===== config.mk =====
export PLATFORM = sky130hd
export DESIGN_NAME = axi_lite_beat_master_flat
export DESIGN_NICKNAME = d
export VERILOG_FILES = /design/src/rtl/axi_lite_beat_master_if.sv /design/src/rtl/axi_lite_beat_master.sv /design/src/flat_wrapper.sv
export SDC_FILE = /design/constraint.sdc
export NUM_CORES = 1
export LEC_CHECK = 0
export BUFFER_PORTS_ARGS = -buffer_cell sky130_fd_sc_hd__buf_2
export CORE_UTILIZATION = 32
export DETAILED_ROUTE_END_ITERATION = 8
export PLACE_DENSITY = 0.7
export SYNTH_ARGS = -nofsm -noshare
export SYNTH_HDL_FRONTEND = slang
export SYNTH_SLANG_ARGS = --single-unit

===== constraint.sdc =====
create_clock -name i_clk -period 2.6 [get_ports i_clk]
set_clock_uncertainty 0.1 [all_clocks]
set_input_delay 0.52 -clock i_clk [delete_from_list [all_inputs] [get_ports i_clk]]
set_output_delay 0.52 -clock i_clk [all_outputs]
set_load 0.01 [all_outputs]

===== src/rtl/axi_lite_beat_master_if.sv =====
// AXI4-Lite channel bundle between the beat master and its slave.
// Signal names keep the master-side direction prefix for easy tracing.
interface axi_lite_beat_master_if #(
    parameter int AXI_ADDR_WIDTH = 64,
    parameter int AXI_DATA_WIDTH = 32
) ();
    logic [AXI_ADDR_WIDTH-1:0]   o_awaddr;
    logic                        o_awvalid;
    logic                        i_awready;
    logic [AXI_DATA_WIDTH-1:0]   o_wdata;
    logic [AXI_DATA_WIDTH/8-1:0] o_wstrb;
    logic                        o_wvalid;
    logic                        i_wready;
    logic [1:0]                  i_bresp;
    logic                        i_bvalid;
    logic                        o_bready;
    logic [AXI_ADDR_WIDTH-1:0]   o_araddr;
    logic                        o_arvalid;
    logic                        i_arready;
    logic [AXI_DATA_WIDTH-1:0]   i_rdata;
    logic [1:0]                  i_rresp;
    logic                        i_rvalid;
    logic                        o_rready;

    modport master (
        output o_awaddr, o_awvalid, o_wdata, o_wstrb, o_wvalid,
        output o_bready, o_araddr, o_arvalid, o_rready,
        input  i_awready, i_wready, i_bresp, i_bvalid,
        input  i_arready, i_rdata, i_rresp, i_rvalid
    );

    modport slave (
        input  o_awaddr, o_awvalid, o_wdata, o_wstrb, o_wvalid,
        input  o_bready, o_araddr, o_arvalid, o_rready,
        output i_awready, i_wready, i_bresp, i_bvalid,
        output i_arready, i_rdata, i_rresp, i_rvalid
    );
endinterface


===== src/rtl/axi_lite_beat_master.sv =====
// Single-beat AXI4-Lite master: one read or write per cache-line word,
// pulsing o_done so the line transfer block can advance.
module axi_lite_beat_master #(
    parameter int AXI_ADDR_WIDTH = 64,
    parameter int AXI_DATA_WIDTH = 32
) (
    input  logic                      i_clk,
    input  logic                      i_rstn,
    input  logic                      i_start_read,
    input  logic                      i_start_write,
    input  logic                      i_count_done,
    input  logic [AXI_ADDR_WIDTH-1:0] i_addr,
    input  logic [AXI_DATA_WIDTH-1:0] i_data,
    output logic                      o_done,
    output logic                      o_resp_err,
    output logic [AXI_DATA_WIDTH-1:0] o_data,
    axi_lite_beat_master_if.master    axi
);

    typedef enum logic [2:0] {
        IDLE,
        WR_REQ,
        WR_RESP,
        RD_REQ,
        RD_RESP,
        DONE
    } state_t;

    state_t                    state_q, state_d;
    logic [AXI_ADDR_WIDTH-1:0] awaddr_q, awaddr_d;
    logic [AXI_ADDR_WIDTH-1:0] araddr_q, araddr_d;
    logic [AXI_DATA_WIDTH-1:0] wdata_q, wdata_d;
    logic [AXI_DATA_WIDTH-1:0] data_q, data_d;
    logic                      err_q, err_d;
    logic                      awvalid_q, awvalid_d;
    logic                      wvalid_q, wvalid_d;

    always_ff @(posedge i_clk) begin
        if (!i_rstn) begin
            state_q   <= IDLE;
            awaddr_q  <= '0;
            araddr_q  <= '0;
            wdata_q   <= '0;
            data_q    <= '0;
            err_q     <= 1'b0;
            awvalid_q <= 1'b0;
            wvalid_q  <= 1'b0;
        end else begin
            state_q   <= state_d;
            awaddr_q  <= awaddr_d;
            araddr_q  <= araddr_d;
            wdata_q   <= wdata_d;
            data_q    <= data_d;
            err_q     <= err_d;
            awvalid_q <= awvalid_d;
            wvalid_q  <= wvalid_d;
        end
    end

    always_comb begin
        state_d   = state_q;
        awaddr_d  = awaddr_q;
        araddr_d  = araddr_q;
        wdata_d   = wdata_q;
        data_d    = data_q;
        err_d     = err_q;
        awvalid_d = awvalid_q;
        wvalid_d  = wvalid_q;
        unique case (state_q)
            IDLE: begin
                // Write wins when both line requests are pending
                if (!i_count_done && i_start_write) begin
                    awaddr_d  = i_addr;
                    wdata_d   = i_data;
                    awvalid_d = 1'b1;
                    wvalid_d  = 1'b1;
                    state_d   = WR_REQ;
                end else if (!i_count_done && i_start_read) begin
                    araddr_d = i_addr;
                    state_d  = RD_REQ;
                end
            end
            WR_REQ: begin
                if (awvalid_q && axi.i_awready) awvalid_d = 1'b0;
                if (wvalid_q && axi.i_wready)   wvalid_d  = 1'b0;
                if (!awvalid_d && !wvalid_d)    state_d   = WR_RESP;
            end
            WR_RESP: begin
                if (axi.i_bvalid) begin
                    err_d   = |axi.i_bresp;
                    state_d = DONE;
                end
            end
            RD_REQ: begin
                if (axi.i_arready) state_d = RD_RESP;
            end
            RD_RESP: begin
                if (axi.i_rvalid) begin
                    data_d  = axi.i_rdata;
                    err_d   = |axi.i_rresp;
                    state_d = DONE;
                end
            end
            DONE: begin
                state_d = IDLE;
            end
            default: begin
                state_d = IDLE;
            end
        endcase
    end

    assign o_done     = (state_q == DONE);
    assign o_resp_err = err_q && (state_q == DONE);
    assign o_data     = data_q;

    assign axi.o_awaddr  = awaddr_q;
    assign axi.o_awvalid = awvalid_q;
    assign axi.o_wdata   = wdata_q;
    assign axi.o_wstrb   = '1;
    assign axi.o_wvalid  = wvalid_q;
    assign axi.o_bready  = (state_q == WR_RESP);
    assign axi.o_araddr  = araddr_q;
    assign axi.o_arvalid = (state_q == RD_REQ);
    assign axi.o_rready  = (state_q == RD_RESP);

endmodule

===== src/flat_wrapper.sv =====
// flat-port wrapper written by rule: the top's interface ports become plain ports
module axi_lite_beat_master_flat 
#(
    parameter int AXI_ADDR_WIDTH = 64,
    parameter int AXI_DATA_WIDTH = 32
)
  (i_clk, i_rstn, i_start_read, i_start_write, i_count_done, i_addr, i_data, o_done, o_resp_err, o_data, axi_o_awaddr, axi_o_awvalid, axi_o_wdata, axi_o_wstrb, axi_o_wvalid, axi_o_bready, axi_o_araddr, axi_o_arvalid, axi_o_rready, axi_i_awready, axi_i_wready, axi_i_bresp, axi_i_bvalid, axi_i_arready, axi_i_rdata, axi_i_rresp, axi_i_rvalid);
  axi_lite_beat_master_if #(.AXI_ADDR_WIDTH(AXI_ADDR_WIDTH), .AXI_DATA_WIDTH(AXI_DATA_WIDTH)) axi_i ();
  input  logic i_clk;
  input  logic i_rstn;
  input  logic i_start_read;
  input  logic i_start_write;
  input  logic i_count_done;
  input  logic [AXI_ADDR_WIDTH-1:0] i_addr;
  input  logic [AXI_DATA_WIDTH-1:0] i_data;
  output logic o_done;
  output logic o_resp_err;
  output logic [AXI_DATA_WIDTH-1:0] o_data;
  output wire logic [$bits(axi_i.o_awaddr)-1:0] axi_o_awaddr;
  output wire logic [$bits(axi_i.o_awvalid)-1:0] axi_o_awvalid;
  output wire logic [$bits(axi_i.o_wdata)-1:0] axi_o_wdata;
  output wire logic [$bits(axi_i.o_wstrb)-1:0] axi_o_wstrb;
  output wire logic [$bits(axi_i.o_wvalid)-1:0] axi_o_wvalid;
  output wire logic [$bits(axi_i.o_bready)-1:0] axi_o_bready;
  output wire logic [$bits(axi_i.o_araddr)-1:0] axi_o_araddr;
  output wire logic [$bits(axi_i.o_arvalid)-1:0] axi_o_arvalid;
  output wire logic [$bits(axi_i.o_rready)-1:0] axi_o_rready;
  input wire logic [$bits(axi_i.i_awready)-1:0] axi_i_awready;
  input wire logic [$bits(axi_i.i_wready)-1:0] axi_i_wready;
  input wire logic [$bits(axi_i.i_bresp)-1:0] axi_i_bresp;
  input wire logic [$bits(axi_i.i_bvalid)-1:0] axi_i_bvalid;
  input wire logic [$bits(axi_i.i_arready)-1:0] axi_i_arready;
  input wire logic [$bits(axi_i.i_rdata)-1:0] axi_i_rdata;
  input wire logic [$bits(axi_i.i_rresp)-1:0] axi_i_rresp;
  input wire logic [$bits(axi_i.i_rvalid)-1:0] axi_i_rvalid;
  assign axi_o_awaddr = axi_i.o_awaddr;
  assign axi_o_awvalid = axi_i.o_awvalid;
  assign axi_o_wdata = axi_i.o_wdata;
  assign axi_o_wstrb = axi_i.o_wstrb;
  assign axi_o_wvalid = axi_i.o_wvalid;
  assign axi_o_bready = axi_i.o_bready;
  assign axi_o_araddr = axi_i.o_araddr;
  assign axi_o_arvalid = axi_i.o_arvalid;
  assign axi_o_rready = axi_i.o_rready;
  assign axi_i.i_awready = axi_i_awready;
  assign axi_i.i_wready = axi_i_wready;
  assign axi_i.i_bresp = axi_i_bresp;
  assign axi_i.i_bvalid = axi_i_bvalid;
  assign axi_i.i_arready = axi_i_arready;
  assign axi_i.i_rdata = axi_i_rdata;
  assign axi_i.i_rresp = axi_i_rresp;
  assign axi_i.i_rvalid = axi_i_rvalid;
  axi_lite_beat_master #(.AXI_ADDR_WIDTH(AXI_ADDR_WIDTH), .AXI_DATA_WIDTH(AXI_DATA_WIDTH)) u_core (.i_clk(i_clk), .i_rstn(i_rstn), .i_start_read(i_start_read), .i_start_write(i_start_write), .i_count_done(i_count_done), .i_addr(i_addr), .i_data(i_data), .o_done(o_done), .o_resp_err(o_resp_err), .o_data(o_data), .axi(axi_i));
endmodule

# --- Word level (Yosys, flattened, before mapping) ---
# Index checks and enable logic that the tools add are counted.
# W data, S select, Z words.
totals:
  latchBits: 0
  regBits: 198
  n_memories: 0
  mem_bits_rw: 0
  mem_bits_ro: 0
  wordCells: 57
  out_inout_bits: 203
classes:
  mul: 0
  n_bitwise: 1
  n_div: 0
  eq_ne: 11
  shift: 0
  n_mux: 17
  n_addsub: 0
  magnitude_cmp: 0
  n_reduce_logical: 20
op_table:
  columns: ["operator", "count"]
  rows:
  - ["$mux W3", 6]
  - ["$pmux W3 S5", 1]
  - ["$ne A2 B1 Y1 const B", 5]
  - ["$mux W1", 7]
  - ["$eq A3 B2 Y1 const B", 2]
  - ["$eq A3 B3 Y1 const B", 2]
  - ["$logic_and A1 B1 Y1", 6]
  - ["$pmux W1 S2", 3]
  - ["$reduce_and A2 Y1", 3]
  - ["$reduce_and A3 Y1", 2]
  - ["$reduce_and A5 Y1", 1]
  - ["$reduce_bool A2 Y1", 2]
  - ["$reduce_or A2 Y1", 2]
  - ["$eq A3 B1 Y1 const B", 1]
  - ["$logic_not A1 Y1", 3]
  - ["$logic_not A3 Y1", 1]
  - ["$ne A3 B1 Y1 const B", 1]
  - ["$not A1 Y1", 1]

# --- Longest topological paths before layout ---
depth:
  word_depth: 7
  ltp_mapped: 7
  ltp_nobuf: 4

# --- Worst setup path after synthesis ---
# OpenSTA, ideal clock, no wires.
synth_timing:
  path_kind: "register -> output"
  startpoint: "register u_core.state_q[0]"
  endpoint: "output o_resp_err"
  t_required_ns: 1.980
  path_stages_with_launch: 4
  arrival_time_ns: 1.173
  path_slack_ns: 0.807
  cell_sequence: "dfxtp_1 clkbuf_1 and3b_1 and2_1"
synth_via:
  elab_chain_cells: 2
synth_rtl:
  columns: ["element", "line_no", "rtl"]
  rows:
  - ["start, declared", "axi_lite_beat_master.sv:29", "state_t state_q, state_d;"]
  - ["start signal, assigned", "axi_lite_beat_master.sv:49", "state_q <= state_d;"]
  - ["$eq A3 B3 Y1", null, null]
  - ["net o_done", "flat_wrapper.sv:16", "output logic o_done;"]
  - ["$logic_and A1 B1 Y1", "axi_lite_beat_master.sv:114", "assign o_resp_err = err_q && (state_q == DONE);"]
  - ["end, declared", "flat_wrapper.sv:17", "output logic o_resp_err;"]
# The timed path passes the listed nets, and every way through them passes these cells.

# --- Worst setup path after layout ---
layout_timing:
  startpoint: "register u_core.state_q[1]"
  endpoint: "output o_resp_err"
layout_via:
  elab_chain_cells: 2
layout_rtl:
  columns: ["element", "line_no"]
  rows:
  - ["$eq A3 B3 Y1", "axi_lite_beat_master.sv:114"]
  - ["$logic_and A1 B1 Y1", "axi_lite_beat_master.sv:114"]
# Every way passes these cells.

==> parameters.txt <==
Parameter                              Value

Status
  Outcome    finished clean

Clock tree
  Maximum count of clock buffers along a single path    2
  TritonCTS clock tree    built
  Clock root cell    clkbuf_16
  Clock latency of the later-clocked register in the worst-skew pair    0.42 ns
  Number of resized instances in the post-cts repair step    0
  Maximum level of the CTS H-tree    4
  Clock transition at the register clock pins on the worst setup and hold paths after CTS    0.07 ns
  Post-CTS setup-driven buffer insertion count    0
  Clock tree sinks    198
  Number of hold buffers added after CTS    0
  Total CTS buffers    17

Job
  Number of max-cap violations    0

Global routing
  Antenna violations before repair    3
  Vias in the first global route    6,546
  Total global routing track utilization    17.5%
  Wire length of the first global-routing pass    33,500 um
  Largest net degree at the start of global routing    85
  Remaining Overflow, GRT    0

Synth
  Warnings, synthesis    0
  Share of flip-flops with an asynchronous set or reset    0%
  Yosys top cell area share    51.9%
  Largest cells by area after synthesis    dfxtp_1 52%, nand2_1 19%, a21boi_0 14%
  Cell Area, Synth    7630 sq um
  Synthesized instance count    901
  Post-synthesis sequential element count    198
  Post-synthesis cell type with the largest combined area    dfxtp_1
  Number of flops mapped to enable cells by yosys    0
  Number of unique standard cell types used by synthesis    35
  Post-synthesis average cell area    8.47 sq um
  Seq/Total Area, Yosys    51.9%
  Predominant post-synthesis flop cell    dfxtp_1

Placement
  Routability congestion estimate from global placement    0.764
  Half-perimeter wire length of the detailed placement result    15,600 um
  Input/output buffers    340

Setup path
  Largest fanout on the critical path    17
  Startpoint Class    register
  Type of the worst setup path    reg2out
  Crit path DAT    1.68 ns
  Cells on worst reg2reg path    5
  Data required, critical path    1.98 ns
  Worst reg2reg path endpoint    u_core.axi.o_araddr[23]
  Startpoint of the worst register-to-register path    u_core.state_q[0]
  Worst R2R Setup Slack    0.55 ns
  Worst setup EP type    output pin

Worst hold path
  Class of the tightest hold or removal check    in2reg
  Worst Hold End    u_core.o_data[5]
  Hold wc startpoint    axi_i_rdata[5]
  Instance count along the most critical hold path    3

Final layout
  Highest-count cells in the layout ignoring fill and taps    391 x nand2_1, 339 x buf_2, 198 x dfxtp_1, 146 x a21boi_0, 49 x a21boi_1
  Area growth from synthesis to layout    32.8%
  Core Util, Final    43.3%
  Proportion of layout cells with a drive suffix above 1    32.2%
  Most common cell after layout, fill and taps aside    nand2_1
  Post-layout nets    1,348

Floorplanning
  Horizontal die dimension    156 um
  Overall die area    24,500 sq um
  Site Rows    56
  IO Pins    345
  Core box area    23,400 sq um
  Die height    156 um
  Starting Density    32.6%

Drt
  Number of design rule violations left after detail routing    0
  Per-cell via count in the routed design    4.49
  Average routed wire per standard cell    14.2 um
  First-pass detailed-route iteration total    7
  First DRT Iteration DRCs    384
  Routed vias    6,926
  Post-Route WL    21,900 um
  Antenna-violating nets left    0

Power
  Static leakage    4.42 nW
  Internal power consumption    5.32 mW
  Sequential fraction of design power    45.0%
  Share of power burned in combinational logic    22.1%
  Switching part of the total    32.5%
  Highest ir drop seen on vdd    0.358 mV
  Switching pwr    2.56 mW
  Part of the power in the clock network    32.9%
  Power per unit of standard cell area    778 nW/um^2

STA
  Tightest Pin Transition    0.600 ns
  RSZ-0062 raised after global routing    false
  Final Hold Vio Count    0
  Final period utilization    88.4%
  Final count of pins violating max slew    0
  Post-Route Setup TNS    0 ns
  Final-report setup violation count    0
  Time the final worst path needs with I/O delays and setup    2.30 ns
  Maximum operating frequency    0.435 GHz
  Normalized max-slew margin    60.0%
## power by group through the flow
stage | Sequential, mW | Clock, mW | Combinational, mW
final | 3.55 | 2.59 | 1.74
after global routing | 3.59 | 2.82 | 1.94
after CTS | 3.55 | 2.69 | 1.78
after detailed placement | 3.62 | 0 | 1.77
after global placement | 3.60 | 0 | 1.75
after floorplan | 3.69 | 0 | 1.02
## cell families after synthesis
group	synth area share (%)
simple gates	22.1
compound gates	20.6
flops	51.9
buf+inv	5.31
other cells	0.0491
## per-layer routing
layer	vias up	global-route usage (%)	wire, um
li1	3515	-	-
met1	3172	19.8	9050
met2	219	30.7	10700
met3	20	6.12	1840
met4	0	5.65	351
met5	-	0	0
## stage by stage
stage	power [mW]	instance area (sq um)	instances	hold slack, ns	setup WS [ns]
2_1_floorplan	4.72	7640	904	0.379	0.807
3_3_place_gp	5.35	9540	1506	0.337	0.605
3_5_place_dp	5.39	9540	1506	0.342	0.527
4_1_cts	8.01	10100	1538	0.211	0.283
5_1_grt	8.36	10100	1540	0.209	0.174
6_report	7.88	10100	1541	0.231	0.302
## cell type report
| cell class | instances | area, sq um |
|---|---|---|
| Inverter | 1 | 3.75 |
| Timing Repair Buffer | 354 | 1900 |
| Clock buffer | 17 | 425 |
| Sequential cell | 198 | 3960 |
| Multi-Input combinational cell | 634 | 3280 |
| Antenna cell | 3 | 7.51 |
| Fill cell | 2426 | 13300 |
| Clock inverter | 15 | 156 |
| Tap cell | 319 | 399 |
## cell usage after synthesis, types with 2 or more instances
master    number
o21a_1         3
a21boi_0     146
nor3b_1        4
nor2b_1        3
nand2_1      391
clkbuf_1      33
a21boi_1      49
and2_1         4
nor4b_1        3
nor3_1         2
buf_6          6
nor2_1         4
and3b_1        2
buf_2         12
a21oi_1        2
buf_4         20
nand3b_1       2
dfxtp_1      198
## state kept, by name, indices dropped and copies added (netlist names)
signal                cells
u_core.o_data            32
u_core.axi.o_wdata       32
u_core.axi.o_wvalid       1
u_core.axi.o_awaddr      64
u_core.state_q            3
u_core.axi.o_awvalid      1
u_core.axi.o_araddr      64
u_core.err_q              1
## worst max-delay path by stage
stage,from,slack [ns],cells after the start,end
floorplan,u_core.state_q[0],0.81,3,o_resp_err
global route,u_core.state_q[0],0.17,3,axi_o_arvalid
CTS,u_core.state_q[0],0.28,3,axi_o_arvalid
finish,u_core.state_q[1],0.30,3,o_resp_err
detailed placement,u_core.state_q[0],0.53,5,u_core.axi.o_araddr[49]
global placement,i_start_write,0.60,6,u_core.axi.o_araddr[56]
## critical path, stage by stage (launching register included)
cell,delay (ns)
dfxtp_1,0.71
and3b_1,0.26
and2_1,0.15
buf_2,0.14
(Power assumes the default switching activity.)
